**src/rtl/spi_slave_regfile.sv**
```systemverilog
// SPI mode-0 target exposing a byte-wide register file to on-chip logic.
// All SPI pins are oversampled in the clk_i domain; nothing runs on SCK.
module spi_slave_regfile #(
    parameter int unsigned NUM_REGS = 16,
    parameter logic [7:0]  RST_VAL  = 8'h00
) (
    input  logic                        clk_i,
    input  logic                        rst_i,
    input  logic                        spi_sck_i,
    input  logic                        spi_nss_i,
    input  logic                        spi_mosi_i,
    output logic                        spi_miso_o,
    output logic                        spi_miso_en_o,
    output logic [NUM_REGS*8-1:0]       regs_o,
    output logic                        wr_stb_o,
    output logic [$clog2(NUM_REGS)-1:0] wr_addr_o
);
    localparam int unsigned ADDR_W = $clog2(NUM_REGS);

    typedef enum logic [1:0] {
        S_IDLE  = 2'd0,
        S_CMD   = 2'd1,
        S_WDATA = 2'd2,
        S_RDATA = 2'd3
    } state_e;

    // Synchronizers: bit 0 is the first stage, bit 2 the edge-detect stage.
    logic [2:0] sck_q;
    logic [2:0] nss_q;
    logic [1:0] mosi_q;
    logic [1:0] vld_q;
    logic       armed_q;

    state_e              state_q,   state_d;
    logic [2:0]          bitcnt_q,  bitcnt_d;
    logic [7:0]          rx_q,      rx_d;
    logic [7:0]          tx_q,      tx_d;
    logic [ADDR_W-1:0]   addr_q,    addr_d;
    logic                wr_pend_q, wr_pend_d;
    logic [7:0]          wr_data_q, wr_data_d;
    logic [ADDR_W-1:0]   wr_ptr_q,  wr_ptr_d;
    logic                miso_q,    miso_d;
    logic                miso_en_q, miso_en_d;
    logic                wr_stb_q,  wr_stb_d;
    logic [ADDR_W-1:0]   wr_addr_q, wr_addr_d;
    logic [7:0]          regs_q [NUM_REGS];

    logic       sck_rise;
    logic       sck_fall;
    logic       nss_fall;
    logic       nss_high;
    logic [7:0] rx_byte;

    assign sck_rise = sck_q[1] & ~sck_q[2];
    assign sck_fall = ~sck_q[1] & sck_q[2];
    // A fall only counts once NSS has really been seen high since reset,
    // so a transfer cut by reset is ignored until the next NSS fall.
    assign nss_fall = ~nss_q[1] & nss_q[2] & armed_q;
    assign nss_high = nss_q[1];
    assign rx_byte  = {rx_q[6:0], mosi_q[1]};

    always_comb begin
        state_d   = state_q;
        bitcnt_d  = bitcnt_q;
        rx_d      = rx_q;
        tx_d      = tx_q;
        addr_d    = addr_q;
        wr_pend_d = 1'b0;
        wr_data_d = wr_data_q;
        wr_ptr_d  = wr_ptr_q;

        if (nss_high) begin
            state_d = S_IDLE;
        end else begin
            case (state_q)
                S_IDLE: begin
                    if (nss_fall) begin
                        state_d  = S_CMD;
                        bitcnt_d = 3'd0;
                    end
                end
                S_CMD: begin
                    if (sck_rise) begin
                        rx_d     = rx_byte;
                        bitcnt_d = bitcnt_q + 3'd1;
                        if (bitcnt_q == 3'd7) begin
                            addr_d  = rx_byte[ADDR_W-1:0];
                            tx_d    = 8'h00;
                            state_d = rx_byte[7] ? S_WDATA : S_RDATA;
                        end
                    end
                end
                S_WDATA: begin
                    if (sck_rise) begin
                        rx_d     = rx_byte;
                        bitcnt_d = bitcnt_q + 3'd1;
                        if (bitcnt_q == 3'd7) begin
                            wr_pend_d = 1'b1;
                            wr_data_d = rx_byte;
                            wr_ptr_d  = addr_q;
                            addr_d    = addr_q + ADDR_W'(1);
                        end
                    end
                end
                S_RDATA: begin
                    if (sck_rise) begin
                        bitcnt_d = bitcnt_q + 3'd1;
                    end else if (sck_fall) begin
                        if (bitcnt_q == 3'd0) begin
                            tx_d   = regs_q[addr_q];
                            addr_d = addr_q + ADDR_W'(1);
                        end else begin
                            tx_d = {tx_q[6:0], 1'b0};
                        end
                    end
                end
                default: state_d = S_IDLE;
            endcase
        end

        miso_en_d = (state_d == S_RDATA);
        miso_d    = miso_en_d & tx_d[7];
        wr_stb_d  = wr_pend_q;
        wr_addr_d = wr_pend_q ? wr_ptr_q : wr_addr_q;
    end

    always_ff @(posedge clk_i or posedge rst_i) begin
        if (rst_i) begin
            sck_q     <= 3'b000;
            nss_q     <= 3'b111;
            mosi_q    <= 2'b00;
            vld_q     <= 2'b00;
            armed_q   <= 1'b0;
            state_q   <= S_IDLE;
            bitcnt_q  <= 3'd0;
            rx_q      <= 8'h00;
            tx_q      <= 8'h00;
            addr_q    <= '0;
            wr_pend_q <= 1'b0;
            wr_data_q <= 8'h00;
            wr_ptr_q  <= '0;
            miso_q    <= 1'b0;
            miso_en_q <= 1'b0;
            wr_stb_q  <= 1'b0;
            wr_addr_q <= '0;
            for (int unsigned i = 0; i < NUM_REGS; i++) begin
                regs_q[i] <= RST_VAL;
            end
        end else begin
            sck_q     <= {sck_q[1:0], spi_sck_i};
            nss_q     <= {nss_q[1:0], spi_nss_i};
            mosi_q    <= {mosi_q[0], spi_mosi_i};
            vld_q     <= {vld_q[0], 1'b1};
            armed_q   <= armed_q | (vld_q[1] & nss_q[1]);
            state_q   <= state_d;
            bitcnt_q  <= bitcnt_d;
            rx_q      <= rx_d;
            tx_q      <= tx_d;
            addr_q    <= addr_d;
            wr_pend_q <= wr_pend_d;
            wr_data_q <= wr_data_d;
            wr_ptr_q  <= wr_ptr_d;
            miso_q    <= miso_d;
            miso_en_q <= miso_en_d;
            wr_stb_q  <= wr_stb_d;
            wr_addr_q <= wr_addr_d;
            if (wr_pend_q) begin
                regs_q[wr_ptr_q] <= wr_data_q;
            end
        end
    end

    for (genvar g = 0; g < NUM_REGS; g++) begin : g_flat
        assign regs_o[8*g +: 8] = regs_q[g];
    end

    assign spi_miso_o    = miso_q;
    assign spi_miso_en_o = miso_en_q;
    assign wr_stb_o      = wr_stb_q;
    assign wr_addr_o     = wr_addr_q;

endmodule

```
**config.mk**
```make
export PLATFORM = sky130hd
export DESIGN_NAME = spi_slave_regfile
export DESIGN_NICKNAME = d
export VERILOG_FILES = /design/src/rtl/spi_slave_regfile.sv
export SDC_FILE = /design/constraint.sdc
export NUM_CORES = 1
export LEC_CHECK = 0
export CAP_MARGIN = 10
export CORE_MARGIN = 5
export CORE_UTILIZATION = 53
export CTS_CLUSTER_DIAMETER = 120
export DETAILED_ROUTE_END_ITERATION = 6
export GPL_ROUTABILITY_DRIVEN = 0
export HOLD_SLACK_MARGIN = 0.15
export PLACE_DENSITY = 0.8
export SLEW_MARGIN = 10
export SYNTH_ARGS = -nofsm -noshare
export SYNTH_HDL_FRONTEND = slang
export SYNTH_SLANG_ARGS = --single-unit
export TNS_END_PERCENT = 1
```
**constraint.sdc**
```tcl
create_clock -name clk_i -period 7.9 [get_ports clk_i]
set_clock_uncertainty 0.15 [all_clocks]
set_input_delay 1.58 -clock clk_i [delete_from_list [all_inputs] [get_ports clk_i]]
set_output_delay 1.58 -clock clk_i [all_outputs]
set_load 0.005 [all_outputs]
```
======== Word level (Yosys, flattened, before mapping) ========
Cells that the tools add are included.
storage, ports and cells
  bits in registers ....................... 183
  input port bits ......................... 5
  output and inout port bits .............. 135
  word-level logic and storage cells ...... 111
cells by class
  add/subtract/negate cells ............... 2
  magnitude comparators ................... 3
  eq/ne operators ......................... 14
  multiplexer cells ....................... 34
  bitwise gates (word level) .............. 12
  reductions and logical operators ........ 12
operators by type and width
  cell                                                                          count
  128-bit bitwise mux                                                           1
  8-bit two-way mux                                                             9
  8-bit binary-select mux with 4-bit select                                     1
  8-bit demux with 4-bit select                                                 1
  4-bit two-way mux                                                             7
  2-bit inequality test, second input constant                                  8
  8-bit case mux with 2 select lines                                            1
  4-bit case mux with 3 select lines                                            1
  5-bit >= comparator, second input constant                                    2
  4-bit NOT with 5-bit output                                                   2
  9-bit AND reduction                                                           1
  2-bit two-way mux                                                             4
  1-bit AND                                                                     6
  2-bit == test, second input constant                                          3
  3-bit two-way mux                                                             2
  3-bit case mux with 2 select lines                                            1
  3-bit AND reduction                                                           2
  6-bit AND reduction                                                           1
  5-bit by 1-bit less-than comparator with 1-bit output, second input constant  1
  1-bit two-way mux                                                             5
  4-bit by 1-bit adder with 4-bit output, second input constant                 1
  2-bit case mux with 2 select lines                                            1
  4-bit AND reduction                                                           1
  3-bit by 1-bit adder with 3-bit output, second input constant                 1
  12 further kinds                                                              14

======== Logic depth before layout (Yosys ltp) ========
  depth in word-level cells ............... 10
  mapped depth ............................ 8
  mapped depth without buffers ............ 7

======== Worst setup path after synthesis ========
No wires, ideal clock.
  path type ............................... flip-flop to output port
  start ................................... register regs_q, in the netlist regs_o[119]
  end ..................................... output port regs_o[119]
  data arrival time ....................... 0.371 ns
  data required time ...................... 6.170 ns
  path slack .............................. 5.799 ns
  cell stages (with the launch flop) ...... 1
  buffers on the path ..................... 0
  path through ............................ dfrtp_1
RTL lines
  element                           RTL line  RTL
  start: declaration                46        logic [7:0] regs_q [NUM_REGS];
  start signal: indexed assignment  168       regs_q[wr_ptr_q] <= wr_data_q;
  end: declaration                  14        output logic [NUM_REGS*8-1:0] regs_o,
No word-level cell between the ends.

==> impl_metrics.json <==
{
  "syn_area_mm2": 0.008164,
  "synth_area_per_cell_um2": 14.84,
  "coreArea_mm2": 0.01515,
  "hpwl_um": 14290,
  "synth_top_family_by_area": "multiplexers",
  "hp-class": "reg2reg",
  "cts_buffer_depth": 2,
  "hold_viol": 0,
  "ys_ff_latch": 183,
  "yosysTopAreaCell": "dfrtp_1",
  "rsz0062_at_grt": "no",
  "rr_endpoint": "regs_o[26]",
  "worst_pin_slew_ns": 1.261,
  "peakVddDrop_mv": 0.1579,
  "yosys_warnings": 0,
  "numClockSinks": 183,
  "synth_compound_area_share_pct": 3.709,
  "dieHeight_um": 134.1,
  "cts_setup_buffers": 0,
  "yosysSeqAreaShare_pct": 56.14,
  "cts_hold_buf": 0,
  "cp-end-kind": "async pin",
  "synth_nets": 563,
  "slew_headroom_pct": 15.77,
  "cp_max_fo": 115,
  "whs_endpoint": "vld_q[1]",
  "ant_nets": 0,
  "wl_per_cell_um": 24.22,
  "leakagePower_nw": 4.657,
  "setup_viol": 0,
  "cts_made_buffers": 17,
  "hold_depth": 0,
  "synth_flop_cell": "dfrtp_1",
  "pin_count": 140,
  "ys_types": 49,
  "dr.pass1.iters": 5,
  "synthSimpleGateAreaFrac_pct": 4.797,
  "power_density_mw_per_mm2": 187.6,
  "synthMuxAreaShare_pct": 31.80,
  "drive_gt1_share_pct": 30.78,
  "io_buffers": 139,
  "min_period_ns": 3.454,
  "wl_um": 21310,
  "drt_iter0_drc": 372,
  "slew_violations": 0,
  "worstRegToRegCells": 3,
  "dp_worst_setup_slack_ns": 3.915,
  "area_growth_pct": 25.18,
  "synth_edf_count": 0,
  "synth_area_leaders": "dfrtp_1 (55%), mux2_2 (21%), mux4_2 (5.2%)",
  "grt.total_usage_pct": 24.58,
  "max_cap_violations": 0,
  "fp.dieArea_mm2": 0.01799,
  "root_buffer": "clkbuf_16",
  "netlist_instances": 550,
  "via_count": 5382,
  "grt_pass1_wl_um": 33540,
  "antenna_found_initial": 0,
  "die_w_um": 134.1,
  "synth_fa_ha_area_share_pct": 1.226,
  "clock_latency_ns": 0.43,
  "cts-htree-levels": 4,
  "startpoint_type": "primary input",
  "fin_ws_ns": 4.446,
  "synth_most_common_cell": "dfrtp_1",
  "start_util_pct": 53.90,
  "max_freq_mhz": 289.5,
  "min_from": "vld_q[0]",
  "post_cts_resize_count": 0,
  "ys_top_cells_by_count": "dfrtp_1 (180), mux2_2 (154), mux4_2 (19), clkbuf_1 (17), nor2_1 (16)",
  "antennaDiodeCount": 0,
  "arrival_ns": 3.69,
  "r2r_slack_ns": 5.17,
  "synth-async-reset-ratio_pct": 100.0,
  "clk_pin_slew_ns": 0.06,
  "fin_nets": 695,
  "finalCritPeriodShare_pct": 43.72,
  "drc": 0,
  "setup_tns_ns": 0,
  "worstSetupPathType": "in2async",
  "yosysTopAreaCellShare_pct": 55.17,
  "grt-ovfl-total": 0,
  "cts_tree": "yes",
  "synth_xor_xnor_area_share_pct": 0,
  "grt_max_degree": 116,
  "core.rowCount": 45,
  "r2r-start": "wr_pend_q",
  "status": "complete, no violations",
  "viasPerCell": 6.116,
  "critPathRequiredTime_ns": 8.14,
  "grt_pass1_vias": 5774
}
worst max-delay path by stage:
stage	start	endpoint	slack, ns	cells after the start
global route	rst_i	addr_q[0]	4.08	3
CTS	rst_i	addr_q[0]	4.37	3
detailed placement	rst_i	addr_q[0]	3.91	3
floorplan	rst_i	addr_q[0]	1.20	1
finish	rst_i	addr_q[0]	4.45	3
global placement	rst_i	addr_q[0]	4.02	3
power by group:
| part | internal (W) | switching, W | total (W) |
|---|---|---|---|
| combinational | 0.0000571 | 0.0000683 | 0.000125 |
| sequential | 0.000949 | 0.0000432 | 0.000992 |
| clock | 0.000462 | 0.000338 | 0.000800 |
layout by cell type (no fill, tap or decap), types with 8 or more instances in the layout:
master and instances:
clkdlybuf4s50_1 139, mux2_2 154, nor2_1 16, mux4_2 19
mux2i_1 13, clkbuf_16 17, nand2b_1 8, ha_1 8
dfrtp_1 179, mux4_1 11, o21ai_0 14, nand2_1 15
flip-flops by register name (all words and copies together) (netlist names):
signal         flops
armed_q            1
wr_addr_o          4
tx_q               8
regs_o           128
addr_q             4
wr_data_q          8
state_q            2
wr_stb_o           1
sck_q              3
vld_q              2
bitcnt_q           3
rx_q               7
spi_miso_o         1
nss_q              3
wr_ptr_q           4
wr_pend_q          1
mosi_q             2
spi_miso_en_o      1
through the flow:
stage / total power (W) / std cells / utilization [%] / hold WS [ns] / cell area (µm²)
floorplan: 0.001108 / 550 / - / 0.1812 / 8164
global placement: 0.001129 / 851 / 63.90 / 0.1838 / 9678
detailed placement: 0.001133 / 851 / 63.90 / 0.1871 / 9678
CTS: 0.001923 / 880 / 67.48 / 0.2009 / 10220
global route: 0.001972 / 880 / 67.48 / 0.2271 / 10220
finish: 0.001918 / 880 / 67.48 / 0.2030 / 10220
critical path: stages:
cell and delay (ns):
clkdlybuf4s50_1 0.46, inv_6 0.72, buf_4 0.83
kinds of logic after synthesis:
group	count (synthesis)
AOI/OAI and AO/OA	46
adders and majority gates	8
buffers and inverters	39
DFF	183
muxes	198
other	1
and+or+nand+nor	75
final cells by class:
class	count	area (µm²)
Sequential cell	183	4584
Clock buffer	26	499.2
Tap cell	188	235.2
Fill cell	1022	4926
Clock inverter	3	42.54
Inverter	8	35.03
Multi-Input combinational cell	328	3395
Timing Repair Buffer	144	1429
metal layers:
metal	wire (µm)	GRT usage (%)
met1	8933	33.36
met3	1501	6.452
met2	10250	38.55
met5	0	0
met4	628	9.219
No activity file was read; power rests on OpenSTA's default activity.
